File: src/rtl/bus_master_pkg.sv
// Shared types for the bus master command queue.
// Command layout is width-dependent, so it is built inside bus_master_queue.
package bus_master_pkg;

    typedef enum logic [1:0] {
        IDLE = 2'd0,
        REQ  = 2'd1,
        RESP = 2'd2
    } state_t;

endpackage

File: src/rtl/bus_master_queue_sync_fifo.sv
// Generic DEPTH-entry synchronous FIFO, power-of-two depth, write-through-free.
// Zero-latency dout (head of queue); push ignored when full, pop ignored when empty.
module sync_fifo #(
    parameter int WIDTH = 8,
    parameter int DEPTH = 4
) (
    input  logic                     clk_i,
    input  logic                     reset_i,
    input  logic                     push_i,
    input  logic                     pop_i,
    input  logic [WIDTH-1:0]         din_i,
    output logic [WIDTH-1:0]         dout_o,
    output logic                     full_o,
    output logic                     empty_o,
    output logic [$clog2(DEPTH):0]   level_o
);

    localparam int PTR_W = $clog2(DEPTH);
    localparam logic [PTR_W:0] LVL_FULL = (PTR_W+1)'(DEPTH);

    logic [WIDTH-1:0] mem_q [DEPTH];
    logic [PTR_W-1:0] wr_ptr_q, wr_ptr_d;
    logic [PTR_W-1:0] rd_ptr_q, rd_ptr_d;
    logic [PTR_W:0]   level_q, level_d;
    logic             do_push, do_pop;

    assign full_o  = (level_q == LVL_FULL);
    assign empty_o = (level_q == '0);
    assign level_o = level_q;
    assign dout_o  = mem_q[rd_ptr_q];

    // A pop in the same cycle never frees space for a push when full.
    assign do_push = push_i && !full_o;
    assign do_pop  = pop_i && !empty_o;

    always_comb begin
        wr_ptr_d = wr_ptr_q;
        rd_ptr_d = rd_ptr_q;
        level_d  = level_q;
        if (do_push) begin
            wr_ptr_d = wr_ptr_q + 1'b1;
        end
        if (do_pop) begin
            rd_ptr_d = rd_ptr_q + 1'b1;
        end
        case ({do_push, do_pop})
            2'b10:   level_d = level_q + 1'b1;
            2'b01:   level_d = level_q - 1'b1;
            default: level_d = level_q;
        endcase
    end

    always_ff @(posedge clk_i or posedge reset_i) begin
        if (reset_i) begin
            wr_ptr_q <= '0;
            rd_ptr_q <= '0;
            level_q  <= '0;
        end else begin
            wr_ptr_q <= wr_ptr_d;
            rd_ptr_q <= rd_ptr_d;
            level_q  <= level_d;
        end
    end

    // Storage needs no reset: entries are only read once level says they were written.
    always_ff @(posedge clk_i) begin
        if (do_push) begin
            mem_q[wr_ptr_q] <= din_i;
        end
    end

endmodule

File: src/rtl/bus_master_queue.sv
// Queued single-outstanding bus master: cmd -> FIFO -> req/ack bus -> response, with timeout.
// Req rises one edge after a push into an empty queue; cmd_ready drops only when the FIFO is full.
module bus_master_queue
    import bus_master_pkg::*;
#(
    parameter int ADDR_W  = 8,
    parameter int DATA_W  = 8,
    parameter int DEPTH   = 4,
    parameter int TIMEOUT = 16
) (
    input  logic                     clk_i,
    input  logic                     reset_i,
    input  logic                     cmd_valid_i,
    output logic                     cmd_ready_o,
    input  logic                     cmd_write_i,
    input  logic [ADDR_W-1:0]        cmd_addr_i,
    input  logic [DATA_W-1:0]        cmd_wdata_i,
    output logic                     bus_req_o,
    output logic                     bus_write_o,
    output logic [ADDR_W-1:0]        bus_addr_o,
    output logic [DATA_W-1:0]        bus_wdata_o,
    input  logic                     bus_ack_i,
    input  logic [DATA_W-1:0]        bus_rdata_i,
    output logic                     rsp_valid_o,
    input  logic                     rsp_ready_i,
    output logic [DATA_W-1:0]        rsp_rdata_o,
    output logic                     rsp_err_o,
    output logic [$clog2(DEPTH):0]   level_o
);

    localparam int TMR_W = $clog2(TIMEOUT);
    localparam logic [TMR_W-1:0] TMR_LAST = TMR_W'(TIMEOUT - 1);

    typedef struct packed {
        logic              write;
        logic [ADDR_W-1:0] addr;
        logic [DATA_W-1:0] wdata;
    } cmd_t;

    cmd_t   fifo_din, fifo_dout;
    logic   fifo_full, fifo_empty, fifo_pop, fifo_push;

    state_t            state_q, state_d;
    logic [TMR_W-1:0]  timer_q, timer_d;
    logic              bus_req_q, bus_req_d;
    logic              bus_write_q, bus_write_d;
    logic [ADDR_W-1:0] bus_addr_q, bus_addr_d;
    logic [DATA_W-1:0] bus_wdata_q, bus_wdata_d;
    logic              rsp_valid_q, rsp_valid_d;
    logic [DATA_W-1:0] rsp_rdata_q, rsp_rdata_d;
    logic              rsp_err_q, rsp_err_d;

    assign cmd_ready_o = !fifo_full;
    assign fifo_push   = cmd_valid_i && cmd_ready_o;
    assign fifo_din    = '{write: cmd_write_i, addr: cmd_addr_i, wdata: cmd_wdata_i};

    sync_fifo #(
        .WIDTH ($bits(cmd_t)),
        .DEPTH (DEPTH)
    ) u_cmd_fifo (
        .clk_i   (clk_i),
        .reset_i (reset_i),
        .push_i  (fifo_push),
        .pop_i   (fifo_pop),
        .din_i   (fifo_din),
        .dout_o  (fifo_dout),
        .full_o  (fifo_full),
        .empty_o (fifo_empty),
        .level_o (level_o)
    );

    always_comb begin
        state_d     = state_q;
        timer_d     = timer_q;
        bus_req_d   = bus_req_q;
        bus_write_d = bus_write_q;
        bus_addr_d  = bus_addr_q;
        bus_wdata_d = bus_wdata_q;
        rsp_valid_d = rsp_valid_q;
        rsp_rdata_d = rsp_rdata_q;
        rsp_err_d   = rsp_err_q;
        fifo_pop    = 1'b0;

        case (state_q)
            IDLE: begin
                if (!fifo_empty) begin
                    fifo_pop    = 1'b1;
                    bus_req_d   = 1'b1;
                    bus_write_d = fifo_dout.write;
                    bus_addr_d  = fifo_dout.addr;
                    bus_wdata_d = fifo_dout.wdata;
                    timer_d     = '0;
                    state_d     = REQ;
                end
            end
            REQ: begin
                // An ack arriving on the final timer edge still counts as success.
                if (bus_ack_i) begin
                    bus_req_d   = 1'b0;
                    rsp_rdata_d = bus_write_q ? '0 : bus_rdata_i;
                    rsp_err_d   = 1'b0;
                    rsp_valid_d = 1'b1;
                    state_d     = RESP;
                end else if (timer_q == TMR_LAST) begin
                    bus_req_d   = 1'b0;
                    rsp_rdata_d = '0;
                    rsp_err_d   = 1'b1;
                    rsp_valid_d = 1'b1;
                    state_d     = RESP;
                end else begin
                    timer_d = timer_q + 1'b1;
                end
            end
            RESP: begin
                if (rsp_ready_i) begin
                    rsp_valid_d = 1'b0;
                    state_d     = IDLE;
                end
            end
            default: begin
                state_d = IDLE;
            end
        endcase
    end

    always_ff @(posedge clk_i or posedge reset_i) begin
        if (reset_i) begin
            state_q     <= IDLE;
            timer_q     <= '0;
            bus_req_q   <= 1'b0;
            bus_write_q <= 1'b0;
            bus_addr_q  <= '0;
            bus_wdata_q <= '0;
            rsp_valid_q <= 1'b0;
            rsp_rdata_q <= '0;
            rsp_err_q   <= 1'b0;
        end else begin
            state_q     <= state_d;
            timer_q     <= timer_d;
            bus_req_q   <= bus_req_d;
            bus_write_q <= bus_write_d;
            bus_addr_q  <= bus_addr_d;
            bus_wdata_q <= bus_wdata_d;
            rsp_valid_q <= rsp_valid_d;
            rsp_rdata_q <= rsp_rdata_d;
            rsp_err_q   <= rsp_err_d;
        end
    end

    assign bus_req_o   = bus_req_q;
    assign bus_write_o = bus_write_q;
    assign bus_addr_o  = bus_addr_q;
    assign bus_wdata_o = bus_wdata_q;
    assign rsp_valid_o = rsp_valid_q;
    assign rsp_rdata_o = rsp_rdata_q;
    assign rsp_err_o   = rsp_err_q;

endmodule

File: config.mk
export PLATFORM = sky130hd
export DESIGN_NAME = bus_master_queue
export DESIGN_NICKNAME = d
export VERILOG_FILES = /design/src/rtl/bus_master_pkg.sv /design/src/rtl/bus_master_queue_sync_fifo.sv /design/src/rtl/bus_master_queue.sv
export SDC_FILE = /design/constraint.sdc
export NUM_CORES = 1
export LEC_CHECK = 0
export CAP_MARGIN = 20
export CORE_MARGIN = 2
export CORE_UTILIZATION = 55
export DETAILED_ROUTE_END_ITERATION = 12
export GPL_TIMING_DRIVEN = 1
export MAX_ROUTING_LAYER = met4
export PLACE_DENSITY = 0.84
export SLEW_MARGIN = 30
export SYNTH_ARGS = -nofsm -noshare
export SYNTH_HDL_FRONTEND = slang
export SYNTH_SLANG_ARGS = --single-unit
File: constraint.sdc
create_clock -name clk_i -period 3.9 [get_ports clk_i]
set_input_delay 0.78 -clock clk_i [delete_from_list [all_inputs] [get_ports clk_i]]
set_output_delay 0.78 -clock clk_i [all_outputs]
set_load 0.02 [all_outputs]
Yosys cells after proc, flatten, opt, wreduce, memory -nomap -nowiden
Memories as Yosys holds them, arrays and structs flattened. A register that Yosys moved wholly into a read port is not among the register bits.
Index checks and enable logic that the tools add are counted.
- bits in registers: 24
- RAM bits: 68
- word-level logic and storage cells: 70
- memories kept: 1
- $add $sub $neg: 5
- eq/ne operators: 11
- muxes and demuxes: 26
- bitwise operators: 1
- reductions and logical operators: 17
- memory list (name ; words ; width ; read ports ; clocked after memory_dff ; wr ports ; line ; source):
    u_cmd_fifo.mem_q ; 4 ; 17 ; 1 ; 1 ; 1 ; bus_master_queue_sync_fifo.sv:21 ; logic [WIDTH-1:0] mem_q [DEPTH];
- operator list (operator ; number):
    $mux W8 ; 3
    $mux W4 ; 3
    $mux W1 ; 11
    $reduce_and A3 Y1 ; 3
    $mux W2 ; 4
    $ne A2 B2 Y1 const B ; 4
    $pmux W4 S2 ; 1
    $reduce_bool A2 Y1 ; 4
    $pmux W2 S3 ; 1
    $pmux W3 S2 ; 1
    $add A2 B1 Y2 const B ; 2
    $add A4 B1 Y4 const B ; 1
    $eq A2 B1 Y1 const B ; 2
    $eq A2 B2 Y1 const B ; 2
    $eq A4 B4 Y1 const B ; 1
    $pmux W1 S2 ; 2
    $reduce_and A2 Y1 ; 2
    $reduce_and A4 Y1 ; 1
    $add A3 B1 Y3 const B ; 1
    $eq A3 B3 Y1 const B ; 1
    $logic_and A1 B1 Y1 ; 3
    $logic_not A3 Y1 ; 1
    $ne A3 B3 Y1 const B ; 1
    $sub A3 B1 Y3 const B ; 1
    other kinds (3) ; 4

Longest topological paths before layout
Gate-level depths: netlist (run 1).
- depth in word-level cells: 6
- mapped depth: 9

Cells and area by module
From an unflattened synthesis (run 1), not the netlist that was laid out.
- cell total of the unflattened synthesis: 259
- area, all modules: 4302.9 sq um
- modules (own cells, without submodules) (module ; times used ; cells an instance ; area each (sq um)):
    sync_fifo ; 1 ; 127 ; 2925.3
    bus_master_queue ; 1 ; 132 ; 1377.6

Worst setup path after synthesis (run 1)
Ideal clock, no wire load.
- kind: reg2reg
- start point: reg u_cmd_fifo.level_q[1] (netlist: u_cmd_fifo.level_o[1])
- end point: reg u_cmd_fifo.level_q[2] (netlist: u_cmd_fifo.level_o[2])
- setup time: 80 ps
- arrival: 2213 ps
- required time: 3820 ps
- path slack: 1607 ps
- stages on the path, launching flop included: 10
- cells stage by stage: dfrtp_1 > or3b_1 > and2_4 > inv_1 > ha_1 > inv_1 > fa_1 > xor2_1 > nor2_1 > xor2_1
- word-level cells in the longest chain between the ends: 6
- elaborated cells between the ends (all ways): 15
- ends and longest elaborated chain (what ; line ; source):
    from (decl) ; bus_master_queue_sync_fifo.sv:24 ; logic [PTR_W:0] level_q, level_d;
    from (signal assigned) ; bus_master_queue_sync_fifo.sv:61 ; level_q <= level_d;
    $eq A3 B3 Y1 * ; bus_master_queue_sync_fifo.sv:27 ; assign full_o = (level_q == LVL_FULL);
    $logic_not A1 Y1 * ; bus_master_queue.sv:53 ; assign cmd_ready_o = !fifo_full;
    via cmd_ready_o ; bus_master_queue.sv:14 ; output logic cmd_ready_o,
    $logic_and A1 B1 Y1 ; bus_master_queue.sv:54 ; assign fifo_push = cmd_valid_i && cmd_ready_o;
    $logic_and A1 B1 Y1 * ; bus_master_queue_sync_fifo.sv:33 ; assign do_push = push_i && !full_o;
    $eq A2 B1 Y1 / $eq A2 B2 Y1 (equally long branches) ; bus_master_queue_sync_fifo.sv:46 ; case ({do_push, do_pop})
    $pmux W3 S2 / $reduce_bool A2 Y1 (equally long branches) ; - ;
Mark *: on every way through the listed nets, which the timed path passes. The rest lies on a longest branch.
A chain may end at the register's enable or synchronous reset.

Worst setup path after layout (run 1)
- start point: reg u_cmd_fifo.level_q[0] (netlist: u_cmd_fifo.level_o[0])
- end point: out cmd_ready_o
- word-level cells in the longest chain between the ends: 2
- ends and longest elaborated chain (what ; line):
    $eq A3 B3 Y1 ; bus_master_queue_sync_fifo.sv:27
    $logic_not A1 Y1 ; bus_master_queue.sv:53
    to (decl) ; bus_master_queue.sv:14
Every way passes these cells.

==> key figures, run 1 <==
Critical path
  • Crit-path cells: or3b_1, clkdlybuf4s50_1
  • Critical path capture point type: primary output
  • Largest delay share family, worst path: buffers and inverters
  • Buffers plus inverters on the worst setup path: 1
  • Max stage delay on crit path: 580 ps
  • Critical Path RT: 3120 ps
  • Setup Crit Path Kind: register to primary output
  • Crit path launch type: register
  • Crit-path max FO: 6
  • CP arrival: 1830 ps
  • Slowest cell on crit path: clkdlybuf4s50_1

STA
  • Worst slew margin: 38.6%
  • Slew at the pin closest to its max-slew limit: 921 ps
  • Final number of hold-violating endpoints: 0
  • Final period util: 67.0%
  • Final WS setup: 1290 ps
  • Setup TNS: 0 ps
  • RSZ-0062 raised after global routing: false
  • Pins Over Slew Limit: 0
  • Fmax: 383 MHz
  • Fin Clk Skew: 13.5 ps
  • Final Setup Violations: 0
  • Final min period: 2610 ps

Worst hold path
  • HP Class: register to register

Routing
  • DRC: 0
  • Total number of vias: 2160
  • Starting DRT DRC Count: 111
  • DRT Pass-1 Iters: 4
  • DR vias/cell: 5.48
  • Drt total wl: 7.12 mm
  • Final ANT Viol Nets: 0
  • Wire per inst: 18.1 µm

Power and ir drop
  • Clk pwr share: 16.5%
  • Power per cell area: 775 nW/µm²
  • Peak VDD IR: 0.000455 V
  • Sequential share of power: 45.9%
  • Cell internal pwr: 2.73 mW
  • Sw Share: 31.8%
  • Combinational power share: 37.6%
  • Sw power: 1.27 mW
  • Pleak: 1.96 nW
  • Pwr Total: 4.00 mW

CTS
  • Worst skew pair latency: 360 ps
  • CTS Hold Bufs: 0
  • CTS tree: built
  • Clock transition at path regs: 100 ps
  • Setup Buffers After CTS: 0
  • Clk buf depth: 2
  • CTS buffer count: 9
  • Post-cts sizing count: 0
  • # clock sinks: 109
  • Clock root cell: clkbuf_8
  • H-tree levels: 3

Synthesis
  • Post-synth EDFFs: 68
  • Most used DFF post-synth: edfxtp_1
  • Post-synthesis sequential area ratio: 71.6%
  • Post-synthesis instance total: 221
  • Mapped Nets: 258
  • Mapped Area: 4290 µm²
  • Number of distinct library cells after synthesis: 37
  • Warnings from Yosys: 0
  • Post-synth top area share: 47.6%
  • Yosys reg bits: 109
  • Leading area contributor after synthesis: edfxtp_1
  • Post-Syn Area per Cell: 19.4 µm²
  • Ys async rst share: 37.6%
  • Synth top area cells: edfxtp_1 (48%), dfrtp_1 (24%), mux4_1 (5.5%)

Finish
  • Layout area overhead: 20.4%
  • Post-layout util: 67.5%
  • Antenna diodes: 0
  • Layout Nets: 324
  • Share of cells above drive strength 1: 16.1%
  • Final Instance Area: 5160 µm²

Global routing
  • Antenna violations before repair: 0
  • Grt ovf: 0
  • Vias in the first global route: 2195
  • Pin count of the biggest net entering global routing: 42
  • First-pass GRT wire length: 11.2 mm
  • GRT Util Overall: 18.4%

Die
  • Core area: 7650 µm²
  • Die area: 8520 µm²
  • Initial Util: 56.1%
  • Horiz. Die Dim: 92.3 µm
  • I/O pins: 62
  • Die height: 92.3 µm
  • FP Rows: 32

Place
  • DP Area: 4970 µm²
  • Port-buffer cells: 61
  • Worst slack, placed: 1340 ps
  • Hpwl dp: 4.52 mm
  • Final GP Congestion: 0.739

Job
  • MaxCap Viol Count: 0

Outcome
  • Status: complete, no violations
[power groups by stage]
| stage | sequential [mW] | combinational (mW) | clock (mW) |
|---|---|---|---|
| 3_5_place_dp | 1.87 | 1.52 | 0 |
| 2_1_floorplan | 1.92 | 0.951 | 0 |
| 6_report | 1.84 | 1.51 | 0.660 |
| 3_3_place_gp | 1.85 | 1.48 | 0 |
| 4_1_cts | 1.85 | 1.52 | 0.675 |
| 5_1_grt | 1.89 | 1.62 | 0.721 |
[sequential cells by signal, indices dropped and copies added, names as in the netlist, 2 cells and up]
register / count
bus_addr_o: 8
u_cmd_fifo.rd_ptr_q: 2
rsp_rdata_o: 8
state_q: 2
bus_wdata_o: 8
u_cmd_fifo.mem_q: 68
timer_q: 4
u_cmd_fifo.wr_ptr_q: 2
u_cmd_fifo.level_o: 3
[placed cells by master, fill, tap and decap left out, types with 2 or more instances in the layout]
master	instances
edfxtp_1	68
clkdlybuf4s50_1	61
dfrtp_1	40
inv_1	10
mux2_2	10
clkbuf_8	10
mux4_1	9
a22o_1	8
mux4_2	8
mux2_4	8
ha_1	6
and3_1	5
o21ai_0	4
xor2_1	4
nand3_1	3
nor2_1	3
mux2i_1	3
clkinv_2	3
nand2b_1	2
o22ai_1	2
xnor2_1	2
a21oi_1	2
clkbuf_1	2
[synth_stat cells, types with 2 or more instances]
library cell,n
inv_1,11
buf_6,3
mux2i_1,3
mux4_2,8
mux2_2,10
xnor2_1,2
o21ai_0,5
a22o_1,8
a21oi_1,2
xor2_1,4
dfrtp_1,41
and3_1,5
edfxtp_1,68
mux4_1,9
mux2_4,8
ha_1,6
nand3_1,3
nand2b_1,2
nor2_1,4
o22ai_1,2
[logic make-up after synthesis]
group                    share of synthesized area, %
flip-flops                                       71.6
AND/OR/NAND/NOR                                  3.09
adder cells (fa/ha/maj)                          2.22
multiplexers                                     15.8
AO/OA/AOI/OAI                                    3.44
buffers and inverters                            2.60
XOR/XNOR                                         1.23
[through the flow]
stage	hold WS, ps	cells
6_report	495	394
5_1_grt	521	394
4_1_cts	499	394
3_5_place_dp	480	378
3_3_place_gp	473	378
2_1_floorplan	532	221
[routing by layer]
metal | global-route usage, % | up-vias | wire [µm] | share of wire, %
met5 | - | - | 0 | 0
met4 | 7.46 | 0 | 98 | 1.4
li1 | - | 989 | - | -
met2 | 29.4 | 58 | 3570 | 50
met1 | 24.0 | 1105 | 3210 | 45
met3 | 3.12 | 8 | 246 | 3.5
[final cells by class]
type / count / area (µm²)
clock inverter: 4 / 48.8
multi-input combinational: 94 / 1110
inverter: 11 / 42.5
fill: 521 / 2490
clock buffer: 12 / 145
timing repair buffer: 62 / 618
tap: 102 / 128
sequential: 109 / 3070
[final timing paths]
| check | start | to | slack, ps | cells after the start |
|---|---|---|---|---|
| worst max-delay path | u_cmd_fifo.level_o[0]$_DFFE_PP0P_ | cmd_ready_o | 1290 | 2 |
| worst min register to register | bus_req_o$_DFFE_PP0P_ | bus_req_o$_DFFE_PP0P_ | 500 | 1 |
| min in group asynchronous | reset_i | state_q[0]$_DFFE_PP0P_ | 850 | 2 |
| worst min-delay path | bus_req_o$_DFFE_PP0P_ | bus_req_o$_DFFE_PP0P_ | 500 | 1 |
| worst max register to register | u_cmd_fifo.level_o[0]$_DFFE_PP0P_ | u_cmd_fifo.level_o[2]$_DFFE_PP0P_ | 1670 | 9 |
| max in group asynchronous | reset_i | u_cmd_fifo.rd_ptr_q[0]$_DFFE_PP0P_ | 2560 | 2 |
Note: power is estimated with default switching activity, not from simulation.
==> inputs of run 2 (changes only) <==
- CORE_UTILIZATION: 55 -> 54
- PLACE_DENSITY: 0.84 -> 0.82
- clock period: 3.9 -> 2.7 ns (I/O delays scaled with it)
==> run 2 against run 1 <==
Clock power up 40%. Wire length down 1.9%. Non-clock buffer count up 8. Worst setup slack worse by 970 ps. Register-to-register slack worse by 1200 ps. Combinational power up 50%. Cell area up 0.92%. Critical endpoint unchanged. Highest routed layer unchanged.
==> key figures, run 2 (synthesized netlist as in run 1, its figures left out) <==
Outcome
  • Status: complete, no violations

Finish
  • Antenna diodes: 0 (unchanged)
  • Layout area overhead: 21.5%
  • Final Instance Area: 5210 µm² (+0.92%)
  • Share of cells above drive strength 1: 17.3% (+1.2 points)
  • Largest Register: u_cmd_fifo.mem_q
  • Most common cell after layout, fill and taps aside: edfxtp_1
  • Max reg flops: 68 (unchanged)
  • Most frequent cells in the layout: edfxtp_1 (68), clkdlybuf4s50_1 (61), dfrtp_1 (41), inv_1 (10), mux2_2 (10)
  • Layout Nets: 332 (+2.5%)

Die
  • I/O pins: 62 (unchanged)
  • Core area: 7730 µm² (+1.0%)
  • Horiz. Die Dim: 93.1 µm (+0.88%)
  • FP Rows: 32 (unchanged)
  • Die height: 93.1 µm (+0.88%)
  • Initial Util: 55.5% (-0.58 points)
  • Die area: 8670 µm² (+1.8%)

Routing
  • Total number of vias: 2185 (+1.2%)
  • DRC: 0 (unchanged)
  • Drt total wl: 6.99 mm (-1.9%)
  • Final ANT Viol Nets: 0 (unchanged)
  • Wire per inst: 17.4 µm (-3.8%)
  • DRT Pass-1 Iters: 4 (unchanged)
  • DR vias/cell: 5.44 (-0.86%)
  • Starting DRT DRC Count: 140 (+26%)

Global routing
  • Met3 Resource Use GR: 3.46% (+0.34 points)
  • Vias in the first global route: 2243 (+2.2%)
  • Grt peak-use layer: met2
  • Antenna violations before repair: 0 (unchanged)
  • Met2 Track Usage GR: 30.9% (+1.5 points)
  • Grt ovf: 0 (unchanged)
  • Met1 usage: 21.8% (-2.2 points)
  • Pin count of the biggest net entering global routing: 24 (-43%)
  • First-pass GRT wire length: 11.3 mm (+1.0%)
  • GRT Util Overall: 18.3% (-0.075 points)

Place
  • Final GP Congestion: 0.729 (-1.3%)
  • Hpwl dp: 4.47 mm (-1.1%)
  • Port-buffer cells: 61 (unchanged)
  • DP Area: 5020 µm² (+1.2%)

Critical path
  • Buffers plus inverters on the worst setup path: 1 (unchanged)
  • Crit path launch type: register
  • Max stage delay on crit path: 590 ps (about the same)
  • Worst reg2reg startpoint: u_cmd_fifo.level_o[0]$_DFFE_PP0P_
  • Largest delay share family, worst path: buffers and inverters
  • Critical Path RT: 2160 ps (-960 ps)
  • CP arrival: 1840 ps (about the same)
  • Beginning of the critical path: u_cmd_fifo.level_o[0]$_DFFE_PP0P_
  • Setup Crit Path Kind: register to primary output
  • Crit-path cells: or3b_1, clkdlybuf4s50_1
  • Critical path capture point type: primary output
  • Crit-path max FO: 6 (unchanged)
  • Slowest cell on crit path: clkdlybuf4s50_1

Job
  • MaxCap Viol Count: 0 (unchanged)

STA
  • Final period util: 88.3%
  • Slew at the pin closest to its max-slew limit: 760 ps (-161 ps)
  • Setup TNS: 0 ps (unchanged)
  • RSZ-0062 raised after global routing: false
  • Final min period: 2380 ps
  • Worst slew margin: 49.3% (+11 points)
  • Fin Clk Skew: 9.47 ps (-4.00 ps)
  • Worst hold slack: 496 ps (+1.04 ps)
  • Fmax: 420 MHz
  • Pins Over Slew Limit: 0 (unchanged)
  • Final number of hold-violating endpoints: 0 (unchanged)
  • Final Setup Violations: 0 (unchanged)

CTS
  • Worst skew pair latency: 350 ps (about the same)
  • Setup Buffers After CTS: 0 (unchanged)
  • H-tree levels: 3 (unchanged)
  • Clock root cell: clkbuf_8
  • CTS tree: built
  • CTS Hold Bufs: 0 (unchanged)
  • Post-cts sizing count: 0 (unchanged)
  • Clock transition at path regs: 100 ps (about the same)
  • # clock sinks: 109 (unchanged)
  • CTS buffer count: 9 (unchanged)
  • Clk buf depth: 2 (unchanged)

Power and ir drop
  • Peak VDD IR: 0.000535 V (+18%)
  • Power per cell area: 1110 nW/µm² (+43%)
  • Pleak: 1.98 nW (+1.3%)

Worst hold path
  • Min-delay src: bus_req_o$_DFFE_PP0P_
  • HP Class: register to register
[run 2: layout make-up]
type,instances,area (µm²)
clock buffer,11,131
clock inverter,5,52.6
fill,512,2520
inverter,11,41.3
multi-input combinational,94,1110
sequential,109,3070
tap,102,128
timing repair buffer,70,678
[run 2: final timing paths]
path | end | slack, ps | cells past startpoint
max | cmd_ready_o | 320 | 2
min | bus_req_o$_DFFE_PP0P_ | 500 | 1
max reg2reg | u_cmd_fifo.level_o[2]$_DFFE_PP0P_ | 470 | 9
min reg2reg | bus_req_o$_DFFE_PP0P_ | 500 | 1
max in group asynchronous | u_cmd_fifo.wr_ptr_q[0]$_DFFE_PP0P_ | 1630 | 3
min in group asynchronous | rsp_err_o$_DFFE_PP0P_ | 530 | 2
[run 2: routing by layer]
metal  vias up  wire [µm]
met3         7        340
met1      1117       2900
met4         0         97
met5         -          0
met2        56       3650
li1       1005          -
[run 2: power breakdown]
part           switching (mW)  internal, mW
combinational            1.04          1.22
clock                   0.500         0.424
sequential              0.310          2.30
total                    1.85          3.94
[run 2: per-stage QoR]
stage	util (%)	cells	worst slack, ps	power, mW
6_report	67.4	402	317	5.79
5_1_grt	67.4	402	255	6.12
4_1_cts	67.4	402	299	5.86
3_5_place_dp	65.0	386	390	4.92
3_3_place_gp	65.0	386	445	4.85
2_1_floorplan	-	221	407	4.15
